File: src/rtl/write_buffer.sv
// write_buffer: 512-bit in-order write-data FIFO with FWFT read port and almost-empty flag (optional cnt_o via WBUFFER_CNT_EN).
// Latency: a line written at edge N is visible on rdata_o right after edge N; a pop advances the head at the edge.
// Backpressure: ready_o drops when DEPTH lines are held; writes while full and pops while empty are ignored.
module write_buffer #(
    parameter int DEPTH     = 4,
    parameter int AEMPTY_TH = 1
) (
    input  logic                       clk,
    input  logic                       rst_n,
    input  logic                       valid_i,
    input  logic [511:0]               wdata_i,
    output logic                       ready_o,
    output logic                       Aempty_o,
    input  logic                       rden_i,
    output logic [511:0]               rdata_o
`ifdef WBUFFER_CNT_EN
    ,
    output logic [$clog2(DEPTH):0]     cnt_o
`endif
);

    localparam int CW = $clog2(DEPTH) + 1;

    logic          head_vld;
    logic [511:0]  head_dat;
    logic [CW-1:0] cnt;

    wb_fifo #(
        .WIDTH (512),
        .DEPTH (DEPTH)
    ) u_fifo (
        .clk     (clk),
        .rst_n   (rst_n),
        .wr_vld  (valid_i),
        .wr_dat  (wdata_i),
        .wr_rdy  (ready_o),
        .rd_rdy  (rden_i),
        .rd_vld  (head_vld),
        .rd_dat  (head_dat),
        .cnt     (cnt)
    );

    // Stale array contents must never leak out, so the head is masked when empty.
    assign rdata_o  = head_vld ? head_dat : '0;
    assign Aempty_o = (cnt <= CW'(AEMPTY_TH));

`ifdef WBUFFER_CNT_EN
    assign cnt_o = cnt;
`endif

endmodule

// wb_fifo: generic single-clock FIFO, FWFT head, registered occupancy count.
// Latency: write visible at head one edge after acceptance; no same-cycle write-to-read bypass.
// Backpressure: wr_rdy low when full; rd_vld low when empty.
module wb_fifo #(
    parameter int WIDTH = 512,
    parameter int DEPTH = 4
) (
    input  logic                   clk,
    input  logic                   rst_n,
    input  logic                   wr_vld,
    input  logic [WIDTH-1:0]       wr_dat,
    output logic                   wr_rdy,
    input  logic                   rd_rdy,
    output logic                   rd_vld,
    output logic [WIDTH-1:0]       rd_dat,
    output logic [$clog2(DEPTH):0] cnt
);

    localparam int AW = $clog2(DEPTH);
    localparam int CW = AW + 1;

    logic [WIDTH-1:0] mem [DEPTH];
    logic [AW-1:0]    wptr;
    logic [AW-1:0]    rptr;
    logic             wr_fire;
    logic             rd_fire;

    // Both handshakes look only at the registered count, so a pop never frees a slot for a same-cycle write.
    assign wr_rdy  = (cnt < CW'(DEPTH));
    assign rd_vld  = (cnt != '0);
    assign wr_fire = wr_vld & wr_rdy;
    assign rd_fire = rd_rdy & rd_vld;
    assign rd_dat  = mem[rptr];

    always_ff @(posedge clk) begin
        if (wr_fire) begin
            mem[wptr] <= wr_dat;
        end
    end

    // DEPTH is a power of two, so pointers wrap by natural overflow.
    always_ff @(posedge clk or negedge rst_n) begin
        if (!rst_n) begin
            wptr <= '0;
            rptr <= '0;
            cnt  <= '0;
        end else begin
            if (wr_fire) begin
                wptr <= wptr + AW'(1);
            end
            if (rd_fire) begin
                rptr <= rptr + AW'(1);
            end
            case ({wr_fire, rd_fire})
                2'b10:   cnt <= cnt + CW'(1);
                2'b01:   cnt <= cnt - CW'(1);
                default: cnt <= cnt;
            endcase
        end
    end

endmodule

File: config.mk
export PLATFORM = sky130hd
export DESIGN_NAME = write_buffer
export DESIGN_NICKNAME = d
export VERILOG_FILES = /design/src/rtl/write_buffer.sv
export SDC_FILE = /design/constraint.sdc
export NUM_CORES = 2
export LEC_CHECK = 0
export BUFFER_PORTS_ARGS = -buffer_cell sky130_fd_sc_hd__buf_2
export CORE_AREA = 2 2 402 404
export DETAILED_ROUTE_END_ITERATION = 10
export DIE_AREA = 0 0 404 406
export PLACE_DENSITY = 0.75
export SLEW_MARGIN = 20
export SYNTH_ARGS = -nofsm -noshare
export SYNTH_HDL_FRONTEND = slang
export SYNTH_SLANG_ARGS = --single-unit
export TNS_END_PERCENT = 1
File: constraint.sdc
create_clock -name clk -period 12.3 [get_ports clk]
set_input_delay 2.46 -clock clk [delete_from_list [all_inputs] [get_ports clk]]
set_output_delay 2.46 -clock clk [all_outputs]
set_load 0.03 [all_outputs]
# Word level (Yosys, flattened, before mapping)
# Memories as Yosys holds them, arrays and structs flattened.
# Index checks and enable logic that the tools add are counted.
[classes]
add_sub_neg = 4
order_cmp = 2
eq_ne = 2
mux = 4
n_bitwise = 2
n_reduce_logical = 2
[ops]
columns = ["cell", "count"]
rows = [
  ["512-bit two-way mux", 1],
  ["3-bit case mux with 2 select lines", 1],
  ["2-bit by 1-bit adder with 2-bit output (second input constant)", 2],
  ["3-bit by 1-bit adder with 3-bit output (second input constant)", 1],
  ["3-bit by 1-bit <= comparator with 1-bit output (second input constant)", 1],
  ["3-bit < comparator (second input constant)", 1],
  ["3-bit nonzero test", 1],
  ["3-bit by 1-bit subtractor with 3-bit output (second input constant)", 1],
  ["1-bit bitwise AND", 2],
  ["2-bit by 1-bit equality test with 1-bit output (second input constant)", 1],
  ["2-bit equality test (second input constant)", 1],
  ["1-bit two-way mux", 2],
  ["2-bit nonzero test", 1],
]
[totals]
register_bits = 7
mem_bits_rw = 2048
input_bits = 516
output_inout_bits = 514
elab_cells = 20
memories = 1
[memory_table]
columns = ["memory", "words", "word_bits", "read_ports", "rd_clocked_by_memory_dff", "write_ports", "line_no", "rtl"]
rows = [
  ["u_fifo.mem", 4, 512, 1, 0, 1, "74", "logic [WIDTH-1:0] mem [DEPTH];"],
]

# Logic depth before layout (Yosys ltp)
[depth]
word_depth = 4
mapped_depth = 9
ltp_nobuf = 8

# Hierarchy
# From an unflattened synthesis, not the netlist that was laid out.
[hier_totals]
hier_cells = 3282
hier_area_um2 = 77810.9
[by_module_without_submodules]
columns = ["mod", "n_inst", "cells_per_inst", "area_each_um2", "seq_area_each_um2"]
rows = [
  ["wb_fifo", 1, 2713, 74327.5, 61674.2],
  ["write_buffer", 1, 569, 3483.3, 0.0],
]

# Worst setup path before layout
# No wires, ideal clock.
[synth_path]
path_type = "input -> register"
from = "in valid_i"
to = "mem u_fifo.mem[0][0], enable pin"
setup_time_ps = 943
arrival_time_ps = 14394
t_required_ps = 11357
path_slack_ps = -3037
path_stages = 3
n_path_buf = 1
path_cell_list = "nor2b_1 > clkbuf_1 > and2_1"
[synth_via]
elab_chain_cells = 3
[synth_lines]
columns = ["item", "line_no", "rtl"]
rows = [
  ["start, declared", "10", "input logic valid_i,"],
  ["1-bit bitwise AND", "83", "assign wr_fire = wr_vld & wr_rdy;"],
  ["1-bit two-way mux", "88", "if (wr_fire) begin"],
  ["1-bit two-way mux (not written as such)", "89", "mem[wptr] <= wr_dat;"],
  ["end, declared", "74", ""],
]
# No other way between the ends.

# Worst setup path after layout
[layout_path]
from = "reg u_fifo.rptr[0]"
to = "out rdata_o[304]"
[layout_via]
elab_chain_cells = 2
[layout_lines]
columns = ["item", "line_no", "rtl"]
rows = [
  ["start, declared", "76", "logic [AW-1:0] rptr;"],
  ["start signal, assigned", "104", "rptr <= rptr + AW'(1);"],
  ["memory 4 x 512 bit", "--", ""],
  ["512-bit two-way mux", "44", "assign rdata_o = head_vld ? head_dat : '0;"],
  ["end, declared", "15", "output logic [511:0] rdata_o"],
]
# No other way between the ends.

==> impl_metrics.csv <==
group,metric,value,unit
final_layout,drive_gt1_share,40.77,%
clock_tree,clock-sinks,2055,
clock_tree,cts_hold_buffers,0,
floorplan,die_h,406,um
yosys,syn_nets,3813,
timing,fin_setup_tns,0,ns
yosys,yosys.area_share.simple,4.200,%
yosys,synth_top_area_cell,"edfxtp_1",
hold_path,min_from,"u_fifo.cnt[1]$_DFFE_PN0P_",
timing,slew_violations,0,
critical_path,setup.worst_path.class,"flop to output pin",
route,drc_errors,0,
clock_tree,post_cts_resized,0,
floorplan,die_area,164000,um^2
yosys,synthXorXnorAreaFrac,0.06755,%
critical_path,reg2reg_from,"u_fifo.cnt[2]$_DFFE_PN0P_",
status,outcome,"complete, no violations",
critical_path,startpoint_type,"flop",
clock_tree,clock_insertion_delay_worst_skew,0.82,ns
place,dpl-instance-area,84940,um^2
clock_tree,clkSlewWorstSetupHoldPaths,0.06,ns
grt,antenna_found_initial,122,
route,vias,37441,
power_and_ir_drop,irDropWorstVdd,0.0002156,V
final_layout,areaGrowthSynthToFinish,17.29,%
place,numPortBuffers,1029,
hold_path,holdPathEnd,"u_fifo.cnt[1]$_DFFE_PN0P_",
timing,relSlewSlack,19.45,%
yosys,yosysUniqueCellTypes,19,
final_layout,finalInstanceArea,91240,um^2
final_layout,final_common_cell,"edfxtp_1",
timing,period_needed,6.917,ns
timing,skew,0.02820,ns
route,drt-total-wl,176.8,mm
power_and_ir_drop,leakagePower,30.73,nW
critical_path,rr_worst_depth,4,
timing,hold_violations,0,
hold_path,hold_path_depth,2,
floorplan,initial_core_util,48.73,%
final_layout,final_cell_mix,"2048 x edfxtp_1, 1029 x buf_2, 513 x and2_1, 512 x mux4_2, 203 x clkbuf_16",
timing,finalCritPeriodShare,56.23,%
timing,setup-violations-final,0,
floorplan,coreArea,159600,um^2
timing,rsz0062_at_grt,"false",
timing,tightest_slew,1.208,ns
yosys,ys_seq_area_share,79.28,%
clock_tree,htree_levels,4,
yosys,muxShareOfSynthArea,14.84,%
route,firstDrtPassIters,5,
yosys,synth_top_family_by_area,"multiplexers",
route,drt_iter0_drc,3246,
grt,grt_pass1_wl,251.9,mm
yosys,synth-warning-count,0,
final_layout,final_nets,4909,
clock_tree,clockRootBuffer,"clkbuf_16",
job,drv_cap,0,
yosys,synthesis.area,77790,um^2
power_and_ir_drop,powerDensity,260.7,nW/um^2
yosys,syn_area_per_cell,23.66,um^2
critical_path,worstPathArrival,4.46,ns
clock_tree,cts_tree,"built",
clock_tree,cts_buffer_depth,3,
yosys,synthTopCellsByArea,"edfxtp_1 79%, mux4_2 15%, and2_1 4.2%",
yosys,synth_top_area_share,79.06,%
route,antenna_left,0,
route,via_per_inst,5.587,
critical_path,r2r_end,"u_fifo.mem[3][235]$_DFFE_PP_",
yosys,synth_compound_area_share,0.01930,%
critical_path,cp_max_fo,98,
place,dp_hpwl,107.7,mm
floorplan,rows,147,
clock_tree,numCtsBuffers,199,
grt,first_global_vias,38062,
grt,grt-ovfl-total,0,
grt,grt_max_degree,209,
clock_tree,post_cts.repair.setup_buffers,0,
critical_path,cp-end-kind,"output pin",
yosys,ys_ff_latch,2055,
critical_path,rrSetupSlack,8.37,ns
timing,fmaxAchievable,0.1446,GHz
route,wl_per_cell,26.38,um
yosys,syn_inst,3288,
floorplan,io_pins,1030,
power_and_ir_drop,power,23.78,mW
place,globalplace.congestion,0.7983,
yosys,synth_fa_ha_area_share,0.1448,%
floorplan,die_x,404,um
grt,grt_usage,20.95,%
critical_path,critPathRequiredTime,9.84,ns
hold_path,min_path_type,"flop to flop",
==> worst max path at each step <==
stage,start,end,cells past startpoint
after detailed placement,u_fifo.rptr[0]$_DFFE_PN0P_,rdata_o[363],5
after CTS,u_fifo.rptr[0]$_DFFE_PN0P_,rdata_o[363],5
after floorplan,valid_i,u_fifo.mem[0][0]$_DFFE_PP_,3
final,u_fifo.rptr[0]$_DFFE_PN0P_,rdata_o[304],5
after global placement,u_fifo.rptr[0]$_DFFE_PN0P_,rdata_o[363],5
after global routing,u_fifo.rptr[0]$_DFFE_PN0P_,rdata_o[97],5
==> cells in the mapped netlist (all sizes together) <==
cell type / number
edfxtp: 2048
and2: 517
mux4: 512
buf: 107
clkbuf: 65
ha: 9
dfrtp: 7
inv: 6
xnor2: 5
nand2: 2
nor2: 2
o21ai: 2
a21oi: 1
mux2i: 1
nand2b: 1
nand3: 1
nor2b: 1
xor2: 1
==> flip-flops by register name, summed over array words and instances (netlist names) <==
signal,count
u_fifo.cnt,3
u_fifo.rptr,2
u_fifo.mem,2048
u_fifo.wptr,2
==> critical path, cell delays in order, from the launching register on <==
cell,delay [ns]
dfrtp_4,0.96
buf_4,0.84
buf_12,0.64
mux4_2,0.61
and2_1,0.18
buf_2,0.17
==> metal layers <==
metal / global-route usage, % / routed length (um) / vias up
met1: 26.15 / 65180 / 19542
li1: - / - / 15853
met4: 8.746 / 7182 / 88
met2: 32.92 / 86180 / 1524
met5: 0 / 591 / -
met3: 8.135 / 17670 / 434
==> report_power, final <==
group,total (mW),internal [mW],switching [mW]
sequential,9.00,8.74,0.265
combinational,9.08,3.23,5.85
clock,5.70,3.18,2.52
total,23.8,15.1,8.63
==> cells by family (layout without fill, tap and decap cells) <==
family	Yosys count	after routing
other	0	68
adders and majority gates	9	9
and+or+nand+nor	524	524
buffers and inverters	178	1437
xor gates and xnor gates	6	6
muxes	513	513
AOI/OAI and AO/OA	3	3
DFF	2055	2055
==> metrics by stage <==
step	hold slack, ns	util [%]	cells	worst slack (ns)
6_report	0.5380	57.15	6701	5.383
5_1_grt	0.5930	57.11	6676	4.921
4_1_cts	0.5346	57.03	6632	5.010
3_5_place_dp	0.5205	53.20	6268	5.941
3_3_place_gp	0.5021	53.20	6268	5.934
2_1_floorplan	0.4751	-	3288	-3.037
==> layout make-up <==
| cell class | count | area [um^2] |
|---|---|---|
| Antenna cell | 68 | 170.2 |
| Clock buffer | 255 | 5275 |
| Clock inverter | 109 | 830.8 |
| Fill cell | 11482 | 68410 |
| Inverter | 6 | 22.52 |
| Multi-Input combinational cell | 1055 | 15010 |
| Sequential cell | 2055 | 61680 |
| Tap cell | 2086 | 2610 |
| Timing Repair Buffer | 1067 | 5643 |
Note: power is estimated with default switching activity, not from simulation.
